### config.mk
export PLATFORM = sky130hd
export DESIGN_NAME = exec_writeback_flat
export DESIGN_NICKNAME = d
export VERILOG_FILES = /design/src/rtl/exec_writeback_pkg.sv /design/src/rtl/exec_writeback_if.sv /design/src/rtl/exec_writeback_mem_timer.sv /design/src/rtl/exec_writeback.sv /design/src/flat_wrapper.sv
export SDC_FILE = /design/constraint.sdc
export NUM_CORES = 1
export LEC_CHECK = 0
export ABC_AREA = 1
export CORE_ASPECT_RATIO = 2
export CORE_UTILIZATION = 40
export DETAILED_ROUTE_END_ITERATION = 10
export GPL_ROUTABILITY_DRIVEN = 0
export GPL_TIMING_DRIVEN = 0
export PLACE_DENSITY = 0.74
export SYNTH_ARGS = -nofsm -noshare
export SYNTH_HDL_FRONTEND = slang
export SYNTH_SLANG_ARGS = --single-unit
### constraint.sdc
create_clock -name clk -period 1.45 [get_ports clk]
set_input_delay 0.29 -clock clk [delete_from_list [all_inputs] [get_ports clk]]
set_output_delay 0.29 -clock clk [all_outputs]
set_load 0.01 [all_outputs]
### src/rtl/exec_writeback_pkg.sv
// Shared definitions for the execute/writeback stage: opcodes, FSM states
// and opcode classification helpers.
package exec_writeback_pkg;

  localparam int OP_W = 4;

  typedef enum logic [OP_W-1:0] {
    OP_CLR, OP_ADD, OP_SUB, OP_AND, OP_OR,  OP_SL,  OP_SR, OP_SET,
    OP_INC, OP_DEC, OP_ADC, OP_BZ,  OP_BNZ, OP_JMP, OP_LD, OP_ST
  } op_code;

  typedef enum logic {RUN, MEM_WAIT} wb_state_t;

  function automatic logic is_mem_op(op_code op);
    return op inside {OP_LD, OP_ST};
  endfunction

  function automatic logic writes_rf(op_code op);
    return op inside {OP_CLR, OP_ADD, OP_SUB, OP_AND, OP_OR, OP_SL,
                      OP_SR, OP_SET, OP_INC, OP_DEC, OP_ADC};
  endfunction

  function automatic logic updates_carry(op_code op);
    return op inside {OP_ADD, OP_SUB, OP_INC, OP_DEC, OP_ADC};
  endfunction

  function automatic logic is_branch(op_code op);
    return op inside {OP_BZ, OP_BNZ, OP_JMP};
  endfunction

  function automatic logic branch_taken(op_code op, logic z);
    return (op == OP_JMP) || (op == OP_BZ && z) || (op == OP_BNZ && !z);
  endfunction

endpackage

### src/rtl/exec_writeback_if.sv
// Bundle of every signal between the writeback stage and its neighbours
// (upstream ALU, register file, fetch, data memory).
interface exec_writeback_if #(
  parameter int DW  = 8,
  parameter int AW  = 8,
  parameter int RAW = 3
);
  logic           valid_i;
  logic [3:0]     op_i;
  logic [RAW-1:0] rd_i;
  logic [DW-1:0]  result_i;
  logic           ov_i;
  logic           z_i;
  logic [AW-1:0]  addr_i;
  logic [DW-1:0]  st_data_i;
  logic           stall_o;
  logic           carry_o;
  logic           rf_we_o;
  logic [RAW-1:0] rf_waddr_o;
  logic [DW-1:0]  rf_wdata_o;
  logic           br_taken_o;
  logic [AW-1:0]  br_target_o;
  logic           mem_req_o;
  logic           mem_we_o;
  logic [AW-1:0]  mem_addr_o;
  logic [DW-1:0]  mem_wdata_o;
  logic [DW-1:0]  mem_rdata_i;
  logic           mem_ack_i;
  logic           err_o;

  modport slave (
    input  valid_i, op_i, rd_i, result_i, ov_i, z_i, addr_i, st_data_i,
           mem_rdata_i, mem_ack_i,
    output stall_o, carry_o, rf_we_o, rf_waddr_o, rf_wdata_o, br_taken_o,
           br_target_o, mem_req_o, mem_we_o, mem_addr_o, mem_wdata_o, err_o
  );

  modport master (
    output valid_i, op_i, rd_i, result_i, ov_i, z_i, addr_i, st_data_i,
           mem_rdata_i, mem_ack_i,
    input  stall_o, carry_o, rf_we_o, rf_waddr_o, rf_wdata_o, br_taken_o,
           br_target_o, mem_req_o, mem_we_o, mem_addr_o, mem_wdata_o, err_o
  );
endinterface

### src/rtl/exec_writeback_mem_timer.sv
// Counts cycles spent waiting on data memory; expired marks the last
// cycle before the access is abandoned.
module mem_timer #(
  parameter int MEM_TIMEOUT = 16
) (
  input  logic clk,
  input  logic rst_n,
  input  logic i_clear,
  input  logic i_enable,
  output logic o_expired
);
  localparam int CW = $clog2(MEM_TIMEOUT);

  logic [CW-1:0] r_count;
  logic          w_expired;

  assign w_expired = (r_count == CW'(MEM_TIMEOUT - 1));
  assign o_expired = w_expired;

  // NOTE: sequential state uses non-blocking (<=) so every flop samples
  // pre-edge values; blocking here would create order-dependent races.
  always_ff @(posedge clk) begin
    if (!rst_n)                     r_count <= '0;
    else if (i_clear)               r_count <= '0;
    else if (i_enable && !w_expired) r_count <= r_count + CW'(1);
  end

endmodule

### src/rtl/exec_writeback.sv
// Execute/writeback stage: registers ALU results, owns the carry flag,
// resolves branches and runs LD/ST against data memory with a timeout.
module exec_writeback
  import exec_writeback_pkg::*;
#(
  parameter int DW          = 8,
  parameter int AW          = 8,
  parameter int RAW         = 3,
  parameter int MEM_TIMEOUT = 16
) (
  input logic             clk,
  input logic             rst_n,
  exec_writeback_if.slave bus
);

  wb_state_t      r_state, w_state_next;
  op_code         w_op;
  logic           w_accept, w_ack, w_abort;
  logic           w_stall, w_timer_clear, w_timer_en, w_timer_expired;

  logic           r_carry, r_err;
  logic           r_rf_we, r_br_taken, r_mem_req, r_mem_we;
  logic [RAW-1:0] r_rf_waddr, r_ld_rd;
  logic [DW-1:0]  r_rf_wdata, r_mem_wdata;
  logic [AW-1:0]  r_br_target, r_mem_addr;

  assign w_op     = op_code'(bus.op_i);
  assign w_accept = bus.valid_i && (r_state == RUN);
  // Ack is only meaningful while a request is outstanding; it beats the abort.
  assign w_ack    = (r_state == MEM_WAIT) && bus.mem_ack_i;
  assign w_abort  = (r_state == MEM_WAIT) && !bus.mem_ack_i && w_timer_expired;

  always_ff @(posedge clk) begin
    if (!rst_n) r_state <= RUN;
    else        r_state <= w_state_next;
  end

  // NOTE: every always_comb output gets a default first so no path leaves it
  // unassigned, which would otherwise infer a latch.
  always_comb begin
    w_state_next = r_state;
    case (r_state)
      RUN:      if (w_accept && is_mem_op(w_op)) w_state_next = MEM_WAIT;
      MEM_WAIT: if (w_ack || w_abort)            w_state_next = RUN;
      default:                                   w_state_next = RUN;
    endcase
  end

  always_comb begin
    w_stall       = (r_state == MEM_WAIT);
    w_timer_en    = (r_state == MEM_WAIT);
    w_timer_clear = w_accept && is_mem_op(w_op);
  end

  mem_timer #(.MEM_TIMEOUT(MEM_TIMEOUT)) u_mem_timer (
    .clk      (clk),
    .rst_n    (rst_n),
    .i_clear  (w_timer_clear),
    .i_enable (w_timer_en),
    .o_expired(w_timer_expired)
  );

  // NOTE: the reset branch clears every register because all of them are
  // plain flops that drive outputs; there is no storage array to exempt.
  always_ff @(posedge clk) begin
    if (!rst_n) begin
      r_carry     <= 1'b0;
      r_err       <= 1'b0;
      r_rf_we     <= 1'b0;
      r_rf_waddr  <= '0;
      r_rf_wdata  <= '0;
      r_br_taken  <= 1'b0;
      r_br_target <= '0;
      r_mem_req   <= 1'b0;
      r_mem_we    <= 1'b0;
      r_mem_addr  <= '0;
      r_mem_wdata <= '0;
      r_ld_rd     <= '0;
    end else begin
      r_rf_we    <= 1'b0;
      r_br_taken <= 1'b0;

      if (w_accept) begin
        if (writes_rf(w_op)) begin
          r_rf_we    <= 1'b1;
          r_rf_waddr <= bus.rd_i;
          r_rf_wdata <= bus.result_i;
        end
        if (updates_carry(w_op))  r_carry <= bus.ov_i;
        else if (w_op == OP_CLR)  r_carry <= 1'b0;
        if (is_branch(w_op)) begin
          r_br_taken  <= branch_taken(w_op, bus.z_i);
          r_br_target <= bus.addr_i;
        end
        if (is_mem_op(w_op)) begin
          r_mem_req   <= 1'b1;
          r_mem_we    <= (w_op == OP_ST);
          r_mem_addr  <= bus.addr_i;
          r_mem_wdata <= bus.st_data_i;
          r_ld_rd     <= bus.rd_i;
        end
      end

      if (w_ack) begin
        r_mem_req <= 1'b0;
        if (!r_mem_we) begin
          r_rf_we    <= 1'b1;
          r_rf_waddr <= r_ld_rd;
          r_rf_wdata <= bus.mem_rdata_i;
        end
      end

      if (w_abort) begin
        r_mem_req <= 1'b0;
        r_err     <= 1'b1;
      end
    end
  end

  assign bus.stall_o     = w_stall;
  assign bus.carry_o     = r_carry;
  assign bus.rf_we_o     = r_rf_we;
  assign bus.rf_waddr_o  = r_rf_waddr;
  assign bus.rf_wdata_o  = r_rf_wdata;
  assign bus.br_taken_o  = r_br_taken;
  assign bus.br_target_o = r_br_target;
  assign bus.mem_req_o   = r_mem_req;
  assign bus.mem_we_o    = r_mem_we;
  assign bus.mem_addr_o  = r_mem_addr;
  assign bus.mem_wdata_o = r_mem_wdata;
  assign bus.err_o       = r_err;

endmodule
### src/flat_wrapper.sv
// flat-port wrapper written by rule: the top's interface ports become plain ports
module exec_writeback_flat import exec_writeback_pkg::*;
#(
  parameter int DW          = 8,
  parameter int AW          = 8,
  parameter int RAW         = 3,
  parameter int MEM_TIMEOUT = 16
)
  (clk, rst_n, bus_valid_i, bus_op_i, bus_rd_i, bus_result_i, bus_ov_i, bus_z_i, bus_addr_i, bus_st_data_i, bus_mem_rdata_i, bus_mem_ack_i, bus_stall_o, bus_carry_o, bus_rf_we_o, bus_rf_waddr_o, bus_rf_wdata_o, bus_br_taken_o, bus_br_target_o, bus_mem_req_o, bus_mem_we_o, bus_mem_addr_o, bus_mem_wdata_o, bus_err_o);
  exec_writeback_if #(.DW(DW), .AW(AW), .RAW(RAW)) bus_i ();
  input logic clk;
  input logic rst_n;
  input wire logic [$bits(bus_i.valid_i)-1:0] bus_valid_i;
  input wire logic [$bits(bus_i.op_i)-1:0] bus_op_i;
  input wire logic [$bits(bus_i.rd_i)-1:0] bus_rd_i;
  input wire logic [$bits(bus_i.result_i)-1:0] bus_result_i;
  input wire logic [$bits(bus_i.ov_i)-1:0] bus_ov_i;
  input wire logic [$bits(bus_i.z_i)-1:0] bus_z_i;
  input wire logic [$bits(bus_i.addr_i)-1:0] bus_addr_i;
  input wire logic [$bits(bus_i.st_data_i)-1:0] bus_st_data_i;
  input wire logic [$bits(bus_i.mem_rdata_i)-1:0] bus_mem_rdata_i;
  input wire logic [$bits(bus_i.mem_ack_i)-1:0] bus_mem_ack_i;
  output wire logic [$bits(bus_i.stall_o)-1:0] bus_stall_o;
  output wire logic [$bits(bus_i.carry_o)-1:0] bus_carry_o;
  output wire logic [$bits(bus_i.rf_we_o)-1:0] bus_rf_we_o;
  output wire logic [$bits(bus_i.rf_waddr_o)-1:0] bus_rf_waddr_o;
  output wire logic [$bits(bus_i.rf_wdata_o)-1:0] bus_rf_wdata_o;
  output wire logic [$bits(bus_i.br_taken_o)-1:0] bus_br_taken_o;
  output wire logic [$bits(bus_i.br_target_o)-1:0] bus_br_target_o;
  output wire logic [$bits(bus_i.mem_req_o)-1:0] bus_mem_req_o;
  output wire logic [$bits(bus_i.mem_we_o)-1:0] bus_mem_we_o;
  output wire logic [$bits(bus_i.mem_addr_o)-1:0] bus_mem_addr_o;
  output wire logic [$bits(bus_i.mem_wdata_o)-1:0] bus_mem_wdata_o;
  output wire logic [$bits(bus_i.err_o)-1:0] bus_err_o;
  assign bus_i.valid_i = bus_valid_i;
  assign bus_i.op_i = bus_op_i;
  assign bus_i.rd_i = bus_rd_i;
  assign bus_i.result_i = bus_result_i;
  assign bus_i.ov_i = bus_ov_i;
  assign bus_i.z_i = bus_z_i;
  assign bus_i.addr_i = bus_addr_i;
  assign bus_i.st_data_i = bus_st_data_i;
  assign bus_i.mem_rdata_i = bus_mem_rdata_i;
  assign bus_i.mem_ack_i = bus_mem_ack_i;
  assign bus_stall_o = bus_i.stall_o;
  assign bus_carry_o = bus_i.carry_o;
  assign bus_rf_we_o = bus_i.rf_we_o;
  assign bus_rf_waddr_o = bus_i.rf_waddr_o;
  assign bus_rf_wdata_o = bus_i.rf_wdata_o;
  assign bus_br_taken_o = bus_i.br_taken_o;
  assign bus_br_target_o = bus_i.br_target_o;
  assign bus_mem_req_o = bus_i.mem_req_o;
  assign bus_mem_we_o = bus_i.mem_we_o;
  assign bus_mem_addr_o = bus_i.mem_addr_o;
  assign bus_mem_wdata_o = bus_i.mem_wdata_o;
  assign bus_err_o = bus_i.err_o;
  exec_writeback #(.DW(DW), .AW(AW), .RAW(RAW), .MEM_TIMEOUT(MEM_TIMEOUT)) u_core (.clk(clk), .rst_n(rst_n), .bus(bus_i));
endmodule
==> flow_summary.json <==
{
  "end_kind": "register",
  "grt_pass1_vias": 2171,
  "worstSetupPathType": "input pin to register",
  "cts_tree": "yes",
  "p_total_w": 0.00292,
  "io_buffer_count": 86,
  "crit_slowest_cell": "clkdlybuf4s50_1",
  "post_drt_wl_per_cell_um": 12.7,
  "cap_violations": 0,
  "finalCritPeriodShare_pct": 95.7,
  "rows": 37,
  "cts_max_level": 2,
  "grtUsageTotal_pct": 22.2,
  "postRouteAntennaNets": 0,
  "synth_warnings": 0,
  "die_area_um2": 5600,
  "max_freq_mhz": 721,
  "cts.clk_slew.worst_paths_ns": 0.09,
  "rrSetupSlack_ns": 0.16,
  "die_w_um": 53.4,
  "grt_max_degree": 15,
  "fin_crit_ns": 1.39,
  "ys_seq_area_share_pct": 46.4,
  "clk-insertion-delay-late_ns": 0.29,
  "stdcell_count": 455,
  "antenna_found_initial": 0,
  "dp_slack_ns": -0.396,
  "drt-total-wl_um": 5790,
  "yosys_most_used_dff": "dfxtp_1",
  "die_y_um": 105,
  "cts-root-buf": "clkbuf_8",
  "rsz0062_at_grt": "yes",
  "synth-seq-cells": 49,
  "clock_sinks": 49,
  "drc": 0,
  "min-delay-start": "bus_op_i[0]",
  "worstRegToRegCells": 8,
  "yosysMostFrequentCell": "nor2_1",
  "ir_worst_vdd_v": 0.00110,
  "hold_path.class": "input pin to register",
  "num_antenna_cells": 0,
  "hold_depth": 3,
  "hold_violations": 0,
  "whs_endpoint": "u_core.bus.mem_we_o",
  "setup_viol": 0,
  "start_util_pct": 41.5,
  "yosysTopAreaCellShare_pct": 46.4,
  "core_um2": 5090,
  "cts_inserted_buffers": 5,
  "area_growth_pct": 52.3,
  "worstPathArrival_ns": 1.58,
  "start_kind": "input pin",
  "path_cells": "clkdlybuf4s50_1, inv_1, nor2_4, nand3_4, buf_4, o21ai_0, nor2_1",
  "required_ns": 1.65,
  "synth.avg_cell_area_um2": 7.15,
  "grt-ovfl-total": 0,
  "drt_iter0_drc": 41,
  "via_per_inst": 4.88,
  "p_leak_nw": 1.61,
  "slew_violations": 0,
  "critPathMaxStageDelay_ns": 0.47,
  "synthCells": 296,
  "skew_ns": 0.00220,
  "status": "complete, no violations",
  "power_density_nw_per_um2": 906,
  "vias": 2220,
  "post-route-util_pct": 63.3,
  "syn_nets": 342,
  "dp_hpwl_um": 4530,
  "grt_pass1_wl_um": 9350,
  "final_layout_size_suffix_gt1_share_pct": 9.82,
  "hold_buffers": 0,
  "netlist_top_cells_area": "dfxtp_1 46%, nor2_1 12%, nand2_1 8.3%, nand3_1 7.1%, a21oi_1 5.2%",
  "dr.pass1.iters": 4,
  "setup_ws_ns": 0.0626,
  "nets": 442,
  "r2r_start": "u_core.bus.stall_o",
  "reg2reg_to": "u_core.bus.rf_wdata_o[5]",
  "critPathTopFamily": "buffers and inverters",
  "synth_edf_count": 0,
  "fill_cells": 485,
  "yosysTopAreaCell": "dfxtp_1",
  "synth_commonest_cells": "67 x nor2_1, 49 x dfxtp_1, 47 x nand2_1, 30 x nand3_1, 27 x inv_1",
  "critPathBufInv": 3,
  "tightest_slew_ns": 0.425,
  "synthArstFlopShare_pct": 0,
  "synth_area_um2": 2120,
  "crit_path_max_fanout": 9,
  "numPlacedInstances": 440,
  "tns_ns": 0,
  "ys_types": 24,
  "ctsLongestPathBuffers": 2,
  "max_slew_margin_pct": 71.6,
  "io_pins": 87
}
power by group:
| group | leakage [nW] | switching, W | total [W] | internal (W) |
|---|---|---|---|---|
| clock network | 0.0585 | 0.000442 | 0.00100 | 0.000563 |
| logic | 1.15 | 0.000232 | 0.000485 | 0.000253 |
| registers | 0.400 | 0.0000272 | 0.00143 | 0.00140 |
through the flow:
| step | instance area, um2 | hold slack [ns] |
|---|---|---|
| after CTS | 3130 | 0.467 |
| after floorplan | 2120 | 0.417 |
| after global routing | 3220 | 0.416 |
| final | 3220 | 0.378 |
| after global placement | 3050 | 0.441 |
| after detailed placement | 3050 | 0.456 |
registers in the layout, indices dropped and copies added, names as in the netlist, 3 cells and up:
name,cells
u_core.bus.br_target_o,8
u_core.bus.mem_addr_o,8
u_core.bus.mem_wdata_o,8
u_core.bus.rf_wdata_o,8
u_core.u_mem_timer.r_count,4
u_core.bus.rf_waddr_o,3
u_core.r_ld_rd,3
worst register-to-register path, cell delays in order, from the launching register on:
cell     delay, ns
dfxtp_2       0.41
nand2_1       0.14
nor2_4        0.15
inv_1         0.06
buf_2         0.18
nor2_1        0.11
nor2_1        0.04
nand2_1       0.08
inv_1         0.04
cell families (layout without fill, tap and decap cells):
family | Yosys count | count (layout) | share of synthesized area (%)
flops | 49 | 49 | 46.4
fa+ha+maj | 1 | 1 | 0.591
simple gates | 159 | 159 | 33.4
buf+inv | 42 | 143 | 8.69
compound gates | 45 | 45 | 10.9
area by class of cell:
class | count | area, um2 | share of cell area (%)
tap | 58 | 72.6 | 2.25
buffer | 14 | 100 | 3.11
clock buffer | 7 | 86.3 | 2.68
multi-input combinational | 205 | 968 | 30.1
inverter | 28 | 110 | 3.42
clock inverter | 1 | 30.0 | 0.932
sequential | 49 | 982 | 30.5
timing repair buffer | 93 | 872 | 27.1
metal layers:
layer  GRT usage [%]  wire, um
met2            41.6      3280
met3            5.09       298
met1            21.3      2060
met5               0         0
met4            8.83       145
cells in the final DEF (no fill, tap or decap), types with 2 or more instances in the layout:
cell type,n
buf_6,5
dfxtp_1,48
nand2_2,2
clkbuf_8,6
o21ai_1,11
o21ai_0,10
clkbuf_1,4
buf_2,3
dlymetal6s2s_1,4
clkbuf_2,2
nand3b_1,8
nor2_4,2
nand3_2,2
dlygate4sd2_1,41
clkdlybuf4s50_1,41
nand3_1,29
a21oi_1,22
buf_4,7
nand2_1,45
nor2_1,66
inv_1,26
what timing repair did:
item                                    4_1_cts  5_1_grt
resized for setup                            45       30
buffers inserted                              2        4
gates cloned                                  0        1
endpoints found under the setup margin       76       33
pin swaps                                     1        0
worst max path at each step:
stage	from	endpoint	slack (ns)	cells past startpoint
CTS	u_core.bus.br_target_o[2]	bus_br_target_o[2]	0.0003	1
global route	bus_valid_i	u_core.bus.mem_wdata_o[1]	-0.03	7
detailed placement	bus_valid_i	u_core.bus.br_target_o[7]	-0.40	7
floorplan	u_core.bus.stall_o	u_core.bus.rf_wdata_o[1]	0.22	8
finish	bus_valid_i	u_core.bus.mem_addr_o[2]	0.06	7
global placement	rst_n	u_core.bus.rf_wdata_o[3]	-0.40	6
Power figures use the tool's default switching activity.
